File: src/rtl/arb_pkg.sv
`default_nettype none
// +----------------------------------------------------------------------+
// | arb_pkg : shared types for the I/D cache memory-port arbiter          |
// | Revision: 1.0                                                         |
// +----------------------------------------------------------------------+
package arb_pkg;

  typedef enum logic [2:0] {
    IDLE    = 3'd0,
    GRANT   = 3'd1,
    RESPOND = 3'd2,
    RELEASE = 3'd3,
    DRAIN   = 3'd4
  } arb_state_t;

  typedef enum logic {
    OWN_I = 1'b0,
    OWN_D = 1'b1
  } arb_owner_t;

  localparam int POL_FIXED = 0;
  localparam int POL_RR    = 1;

endpackage
`default_nettype wire

File: src/rtl/arb_pick.sv
`default_nettype none
// +----------------------------------------------------------------------+
// | arb_pick : combinational winner selection between I and D requesters  |
// | Revision: 1.0                                                         |
// +----------------------------------------------------------------------+
module arb_pick
  import arb_pkg::*;
#(
  parameter int POLICY = POL_FIXED
) (
  input  logic       i_ireq,
  input  logic       i_dreq,
  input  arb_owner_t i_last_owner,
  input  logic       i_wait_sat,
  output arb_owner_t o_winner
);

  always_comb begin
    o_winner = OWN_D;
    if (i_ireq && !i_dreq) begin
      o_winner = OWN_I;
    end else if (i_ireq && i_dreq) begin
      if (POLICY == POL_RR) begin
        o_winner = (i_last_owner == OWN_I) ? OWN_D : OWN_I;
      end else begin
        // D normally wins a tie; a starved I-cache is forced through
        o_winner = i_wait_sat ? OWN_I : OWN_D;
      end
    end
  end

endmodule
`default_nettype wire

File: src/rtl/cache_mem_arbiter.sv
`default_nettype none
// +----------------------------------------------------------------------+
// | cache_mem_arbiter : shares one cacheline memory port between I/D miss |
// | paths. Revision: 1.0                                                  |
// +----------------------------------------------------------------------+
module cache_mem_arbiter
  import arb_pkg::*;
#(
  parameter int ADDR_W   = 32,
  parameter int LINE_W   = 256,
  parameter int POLICY   = POL_FIXED,
  parameter int MAX_WAIT = 4
) (
  input  logic              clk,
  input  logic              reset_n,
  input  logic              i_read_i,
  input  logic [ADDR_W-1:0] i_addr_i,
  output logic [LINE_W-1:0] i_rdata_o,
  output logic              i_resp_o,
  input  logic              d_read_i,
  input  logic              d_write_i,
  input  logic [ADDR_W-1:0] d_addr_i,
  input  logic [LINE_W-1:0] d_wdata_i,
  output logic [LINE_W-1:0] d_rdata_o,
  output logic              d_resp_o,
  output logic              mem_read_o,
  output logic              mem_write_o,
  output logic [ADDR_W-1:0] mem_addr_o,
  output logic [LINE_W-1:0] mem_wdata_o,
  input  logic [LINE_W-1:0] mem_rdata_i,
  input  logic              mem_resp_i
);

  localparam int WCNT_W = (MAX_WAIT < 1) ? 1 : $clog2(MAX_WAIT + 1);
  localparam logic [WCNT_W-1:0] c_max_wait = WCNT_W'(MAX_WAIT);

  arb_state_t        r_state;
  arb_state_t        w_next;
  arb_owner_t        r_owner;
  arb_owner_t        r_last_owner;
  arb_owner_t        w_winner;
  logic              r_is_write;
  logic [ADDR_W-1:0] r_addr;
  logic [LINE_W-1:0] r_wdata;
  logic [LINE_W-1:0] r_i_rdata;
  logic [LINE_W-1:0] r_d_rdata;
  logic [WCNT_W-1:0] r_wait_cnt;
  logic              w_dreq;
  logic              w_start;
  logic              w_wait_sat;

  assign w_dreq     = d_read_i | d_write_i;
  assign w_start    = (r_state == IDLE) && (i_read_i || w_dreq);
  assign w_wait_sat = (r_wait_cnt == c_max_wait);

  arb_pick #(
    .POLICY(POLICY)
  ) u_pick (
    .i_ireq      (i_read_i),
    .i_dreq      (w_dreq),
    .i_last_owner(r_last_owner),
    .i_wait_sat  (w_wait_sat),
    .o_winner    (w_winner)
  );

  always_ff @(posedge clk) begin
    if (!reset_n) begin
      r_state <= IDLE;
    end else begin
      r_state <= w_next;
    end
  end

  always_comb begin
    w_next      = r_state;
    mem_read_o  = 1'b0;
    mem_write_o = 1'b0;
    i_resp_o    = 1'b0;
    d_resp_o    = 1'b0;
    case (r_state)
      IDLE: begin
        if (w_start) w_next = GRANT;
      end
      GRANT: begin
        mem_read_o  = !r_is_write;
        mem_write_o = r_is_write;
        if (mem_resp_i) w_next = RESPOND;
      end
      RESPOND: begin
        i_resp_o = (r_owner == OWN_I);
        d_resp_o = (r_owner == OWN_D);
        w_next   = RELEASE;
      end
      // The adaptor may hold its done flag; wait it out before re-arbitrating
      RELEASE: w_next = mem_resp_i ? DRAIN : IDLE;
      DRAIN: begin
        if (!mem_resp_i) w_next = IDLE;
      end
      default: w_next = IDLE;
    endcase
  end

  always_ff @(posedge clk) begin
    if (!reset_n) begin
      r_owner      <= OWN_I;
      r_last_owner <= OWN_I;
      r_is_write   <= 1'b0;
      r_addr       <= '0;
      r_wdata      <= '0;
      r_i_rdata    <= '0;
      r_d_rdata    <= '0;
      r_wait_cnt   <= '0;
    end else begin
      if (w_start) begin
        r_owner      <= w_winner;
        r_last_owner <= w_winner;
        if (w_winner == OWN_I) begin
          r_addr     <= i_addr_i;
          r_is_write <= 1'b0;
          r_wait_cnt <= '0;
        end else begin
          r_addr     <= d_addr_i;
          r_is_write <= d_write_i;
          r_wdata    <= d_wdata_i;
          if (i_read_i && !w_wait_sat) r_wait_cnt <= r_wait_cnt + 1'b1;
        end
      end
      if ((r_state == GRANT) && mem_resp_i && !r_is_write) begin
        if (r_owner == OWN_I) r_i_rdata <= mem_rdata_i;
        else                  r_d_rdata <= mem_rdata_i;
      end
    end
  end

  assign mem_addr_o  = r_addr;
  assign mem_wdata_o = r_wdata;
  assign i_rdata_o   = r_i_rdata;
  assign d_rdata_o   = r_d_rdata;

endmodule
`default_nettype wire

File: config.mk
export PLATFORM = sky130hd
export DESIGN_NAME = cache_mem_arbiter
export DESIGN_NICKNAME = d
export VERILOG_FILES = /design/src/rtl/arb_pkg.sv /design/src/rtl/arb_pick.sv /design/src/rtl/cache_mem_arbiter.sv
export SDC_FILE = /design/constraint.sdc
export NUM_CORES = 2
export LEC_CHECK = 0
export BUFFER_PORTS_ARGS = -buffer_cell sky130_fd_sc_hd__buf_2
export CAP_MARGIN = 20
export CORE_AREA = 5 5 537 539
export DETAILED_ROUTE_END_ITERATION = 8
export DIE_AREA = 0 0 542 544
export GPL_ROUTABILITY_DRIVEN = 0
export PLACE_DENSITY = 0.3
export SETUP_SLACK_MARGIN = 0.5
export SYNTH_ARGS = -nofsm -noshare
export SYNTH_HDL_FRONTEND = slang
export SYNTH_SLANG_ARGS = --single-unit
File: constraint.sdc
create_clock -name clk -period 1.99 [get_ports clk]
set_input_delay 0.199 -clock clk [delete_from_list [all_inputs] [get_ports clk]]
set_output_delay 0.199 -clock clk [all_outputs]
set_load 0.01 [all_outputs]
# ---- Yosys cells after proc, flatten, opt, wreduce, memory -nomap -nowiden
# Cells that the tools add are included.
dict set report classes {
  eq_ne 9
  reduce_logical 16
  n_mux 16
  bitwise 2
  addsub 1
}
# cell n
set op_table {}
lappend op_table {{32-bit 2-to-1 mux} 1}
lappend op_table {{3-bit 2-to-1 mux} 6}
lappend op_table {{3-bit one-hot mux with 5 select lines} 1}
lappend op_table {{1-bit 2-to-1 mux} 8}
lappend op_table {{2-bit AND reduction} 4}
lappend op_table {{3-bit by 2-bit == test with 1-bit output, second input constant} 2}
lappend op_table {{3-bit == test, second input constant} 2}
lappend op_table {{1-bit logical AND} 6}
lappend op_table {{2-bit != test, second input constant} 3}
lappend op_table {{3-bit by 1-bit adder with 3-bit output, second input constant} 1}
lappend op_table {{3-bit by 1-bit == test with 1-bit output, second input constant} 1}
lappend op_table {{1-bit logical NOT} 3}
lappend op_table {{3-bit logical NOT} 1}
lappend op_table {{3-bit AND reduction} 1}
lappend op_table {{2-bit by 1-bit != test with 1-bit output, second input constant} 1}
lappend op_table {{1-bit logical OR} 1}
lappend op_table {{1-bit NOT} 1}
lappend op_table {{1-bit bitwise OR} 1}
dict set report totals {
  output_inout_bits 804
  regBits 808
}

# ---- Depth between registers and ports, before layout
dict set report logic_depth {
  depth_word 6
  ltp_mapped 8
  depth_no_buf 5
}

# ---- Cells and area by module
# From an unflattened synthesis, not the netlist that was laid out.
dict set report unflattened {
  cells_unflattened 3253
  area_unflattened_um2 31074.8
}
# module cells_per_inst area_each_um2 instances seq_area_each_um2
set modules_own_cells {}
lappend modules_own_cells {cache_mem_arbiter 3251 31062.3 1 16175.5}
lappend modules_own_cells {arb_pick 2 12.5 1 0.0}

# ---- Worst setup path after synthesis
# No wires, ideal clock.
dict set report synth_path {
  path_type {register to register}
  from {reg r_wait_cnt[0]}
  to {reg r_addr[23], in the netlist mem_addr_o[23]}
  period_less_slack_ns 1.728
  required_time_ns 1.868
  stages_incl_launch_ff 8
  n_path_buf 2
  arrival_ns 1.606
  path_slack_ns 0.262
  cell_sequence {dfxtp_1 > inv_1 > ha_1 > o2bb2ai_1 > clkbuf_1 > clkbuf_1 > a21boi_0 > o311a_1}
}
dict set report synth_between {
  elab_chain_cells 5
}
# element line_no
set synth_rtl {}
lappend synth_rtl {{start, declared} cache_mem_arbiter.sv:47} ;# logic [WCNT_W-1:0] r_wait_cnt;
lappend synth_rtl {{start signal, assigned} cache_mem_arbiter.sv:125} ;# if (i_read_i && !w_wait_sat) r_wait_cnt <= r_wait_cnt + 1'b1;
lappend synth_rtl {{3-bit == test} cache_mem_arbiter.sv:54} ;# assign w_wait_sat = (r_wait_cnt == c_max_wait);
lappend synth_rtl {{1-bit 2-to-1 mux} arb_pick.sv:27} ;# o_winner = i_wait_sat ? OWN_I : OWN_D;
lappend synth_rtl {{1-bit 2-to-1 mux} arb_pick.sv:22} ;# end else if (i_ireq && i_dreq) begin
lappend synth_rtl {{1-bit 2-to-1 mux} arb_pick.sv:20} ;# if (i_ireq && !i_dreq) begin
lappend synth_rtl {{32-bit 2-to-1 mux} cache_mem_arbiter.sv:117} ;# if (w_winner == OWN_I) begin
lappend synth_rtl {{end signal, assigned} cache_mem_arbiter.sv:118} ;# r_addr <= i_addr_i;
lappend synth_rtl {{end signal, assigned} cache_mem_arbiter.sv:122} ;# r_addr <= d_addr_i;
lappend synth_rtl {{end, declared} cache_mem_arbiter.sv:43} ;# logic [ADDR_W-1:0] r_addr;
# No other way between the ends.
# A chain may end at the register's enable or synchronous reset.

# ---- Final worst setup path
dict set report layout_path {
  from {reg r_state[1]}
  to {reg r_wdata[68], in the netlist mem_wdata_o[68]}
}
dict set report layout_between {
  elab_chain_cells 3
}
# element line_no
set layout_rtl {}
lappend layout_rtl {{start, declared} cache_mem_arbiter.sv:37} ;# arb_state_t r_state;
lappend layout_rtl {{start signal, assigned} cache_mem_arbiter.sv:70} ;# r_state <= w_next;
lappend layout_rtl {{3-bit logical NOT} cache_mem_arbiter.sv:53} ;# assign w_start = (r_state == IDLE) && (i_read_i || w_dreq);
lappend layout_rtl {{1-bit logical AND} cache_mem_arbiter.sv:53}
lappend layout_rtl {{2-bit AND reduction (no line)} n/a}
lappend layout_rtl {{end signal, assigned} cache_mem_arbiter.sv:124} ;# r_wdata <= d_wdata_i;
lappend layout_rtl {{end, declared} cache_mem_arbiter.sv:44} ;# logic [LINE_W-1:0] r_wdata;
# No other way between the ends.

==> results.yml <==
run_status:
  status: "finished, violations left"
  violations: "setup timing"
global_route:
  grt_overflow: 0
  grt_use_met2_pct: 22.8
  grt_max_degree: 69
  grt_util_met1_pct: 14.8
  track_usage_pct: 13.0
  grt_pass1_vias: 32500
  antenna_found_initial: 109
  grt.busiest_layer: "met2"
  use_met3_pct: 5.28
  grt_pass1_wl_mm: 272
logic_synthesis:
  yosys_warnings: 0
  postSynthAreaPerCell_um2: 9.55
  synth_top_area_cell: "dfxtp_1"
  synth_area_leaders: "dfxtp_1 51%, mux2i_1 24%, nand2_1 15%"
  synth_edf_count: 0
  postSynthCellCount: 3292
  synth_fp_nets: 3876
  synth_cell_type_count: 39
  ys_seq_elements: 808
  synth_top_cell_area_share_pct: 51.4
  ys_seq_area_share_pct: 51.4
  netlist_area_um2: 31400
  async_reset_ff_share_pct: 0
  ys.flop_type: "dfxtp_1"
worst_setup_path:
  crit_type: "reg -> reg"
  reg2reg_slack_ns: -0.03
  critPathLaunchType: "register"
  path_max_fanout: 7
  cp_data_arrival_time_ns: 2.75
  end_kind: "register"
  r2r_start: "r_state[1]$_SDFFE_PN0P_"
  r2r_end: "mem_wdata_o[68]$_SDFFE_PN0P_"
  required_ns: 2.73
  reg2reg_depth: 9
timing:
  rsz0062_at_grt: "true"
  fin_crit_sh_pct: 101
  fin_crit_ns: 2.02
  max_freq_ghz: 0.496
  whs_ns: 0.182
  setup_slack_ns: -0.0277
  drv_slew: 0
  fin_skew_ns: 0.0341
  tightest_slew_ns: 0.589
  finalSetupViolations: 3
  finalSetupTns_ns: -0.0442
  finalHoldViolCount: 0
  max-slew-margin-rel_pct: 60.7
route:
  routedWlPerCell_um: 22.4
  drc_errors: 0
  wirelength_mm: 207
  ant_nets: 0
  drt-initial-drc-count: 1516
  num_vias: 31400
  drt-pass1-iter-count: 5
  viasPerCell: 3.39
cells_and_area:
  stdcell_count: 9272
  final_nets: 5985
  drive_gt1_share_pct: 34.0
  area_growth_pct: 78.7
place:
  place_ws_ns: -0.0208
  dp_hpwl_mm: 160
  io_buffers: 1385
  place_inst: 8336
clock_tree:
  ctsHtreeMaxLevel: 3
  cts-root-buf: "clkbuf_16"
  clock_path_buffers: 4
  clk_latency_ns: 0.80
  numCtsBuffers: 110
  cts_tree: "done"
  clock-sinks: 808
  cts.clk_slew.worst_paths_ns: 0.06
hold_path:
  hold_start: "d_wdata_i[18]"
  holdPathEnd: "mem_wdata_o[18]$_SDFFE_PN0P_"
  holdPathStages: 4
  hold_class: "in -> reg"
floorplanning:
  num_rows: 196
  coreArea_um2: 283000
  dieWidth_um: 542
  initial_core_util_pct: 11.1
  dieArea_um2: 295000
  ios: 1386
  die_height_um: 544
pwr:
  p_leak_nw: 28.6
  powerDensity_nw_per_um2: 828
  ir_worst_vdd_mv: 0.589
job:
  drv_cap: 0
==> placed cells by master (no fill, tap or decap), types with 34 or more instances in the layout <==
cell	instances
a21boi_0	34
buf_12	85
buf_16	51
buf_2	1379
buf_4	85
clkbuf_16	135
dfxtp_1	801
diode_2	35
dlygate4sd3_1	585
mux2i_1	760
nand2_1	1282
==> repair_timing <==
action | in CTS | in global routing
endpoints found under the hold margin | 807 | 0
buffers inserted | 40 | 20
cloned | 36 | 34
setup endpoints to repair | 1607 | 1609
resized for setup | 159 | 68
hold buffers | 585 | 0
pin swaps | 5 | 42
==> Yosys cell counts, types with 2 or more instances <==
master	n
nand2_1	1283
dfxtp_1	808
mux2i_1	768
clkbuf_1	173
buf_2	55
a21boi_0	34
and3_1	33
a21o_1	32
o311a_1	32
buf_12	22
buf_4	4
inv_1	4
a21oi_1	3
nand2b_1	3
nand3b_1	3
nor2_1	3
nor3_1	3
nor4_1	3
buf_1	2
buf_6	2
buf_8	2
ha_1	2
o21a_1	2
==> per-layer routing <==
layer	vias to the layer above	routed length (um)
met3	262	18800
met1	14800	83000
met5	-	394
li1	15100	-
met4	66	3860
met2	1169	101000
==> cell families (layout without fill, tap and decap cells) <==
kind of cell | count (synthesis) | count (layout) | share of synthesized area (%)
AND/OR/NAND/NOR | 1340 | 1340 | 16.5
flip-flops | 808 | 808 | 51.4
multiplexers | 768 | 768 | 24.4
buffers and inverters | 264 | 2447 | 4.68
AO/OA/AOI/OAI | 110 | 110 | 2.88
adder cells (fa/ha/maj) | 2 | 2 | 0.0796
other | 0 | 35 | 0
==> per-stage QoR <==
stage	util, %	total power [mW]	area, um2
6_report	19.8	46.5	56200
5_1_grt	19.8	48.7	56100
4_1_cts	19.4	47.1	54900
3_5_place_dp	15.3	24.7	43500
3_3_place_gp	15.3	24.7	43500
2_1_floorplan	-	21.3	31500
==> registers in the layout, summed over array words and instances (netlist names) <==
register / cells
d_rdata_o: 256
i_rdata_o: 256
mem_wdata_o: 256
mem_addr_o: 32
r_state: 3
r_wait_cnt: 3
r_is_write: 1
r_owner: 1
==> layout make-up <==
cell class,count,area (um2)
diodes,35,87.6
clock buffers,167,3250
clock inverters,19,260
fillers,31700,227000
inverters,4,15.0
multi-input cells,2220,13900
flip-flops and latches,808,16200
well taps,3762,4710
repair buffers,2257,17700
==> power by group <==
group	leakage [nW]	switching, mW	internal, mW
Combinational	20.3	4.62	4.46
Clock	1.72	8.04	11.7
Sequential	6.59	0.583	17.2
Total	28.6	13.2	33.3
==> how the worst max path moves through the flow <==
stage	cells past startpoint	end	start	slack, ns
finish	9	mem_wdata_o[68]$_SDFFE_PN0P_	r_state[1]$_SDFFE_PN0P_	-0.03
global route	5	mem_read_o	r_state[1]$_SDFFE_PN0P_	-0.12
CTS	5	mem_read_o	r_state[1]$_SDFFE_PN0P_	-0.17
detailed placement	7	mem_wdata_o[12]$_SDFFE_PN0P_	r_wait_cnt[0]$_SDFFE_PN0P_	-0.02
global placement	7	mem_wdata_o[115]$_SDFFE_PN0P_	r_wait_cnt[0]$_SDFFE_PN0P_	-0.04
floorplan	7	mem_wdata_o[100]$_SDFFE_PN0P_	r_state[2]$_SDFFE_PN0P_	0.31
==> critical path: stages, from the launching register on <==
cell and delay [ns]:
dfxtp_2 0.33, buf_6 0.12, or3_4 0.35, a211oi_4 0.20
buf_12 0.19, buf_12 0.11, buf_16 0.15, buf_6 0.13
buf_16 0.13, mux2i_1 0.21
No activity file was read; power rests on OpenSTA's default activity.
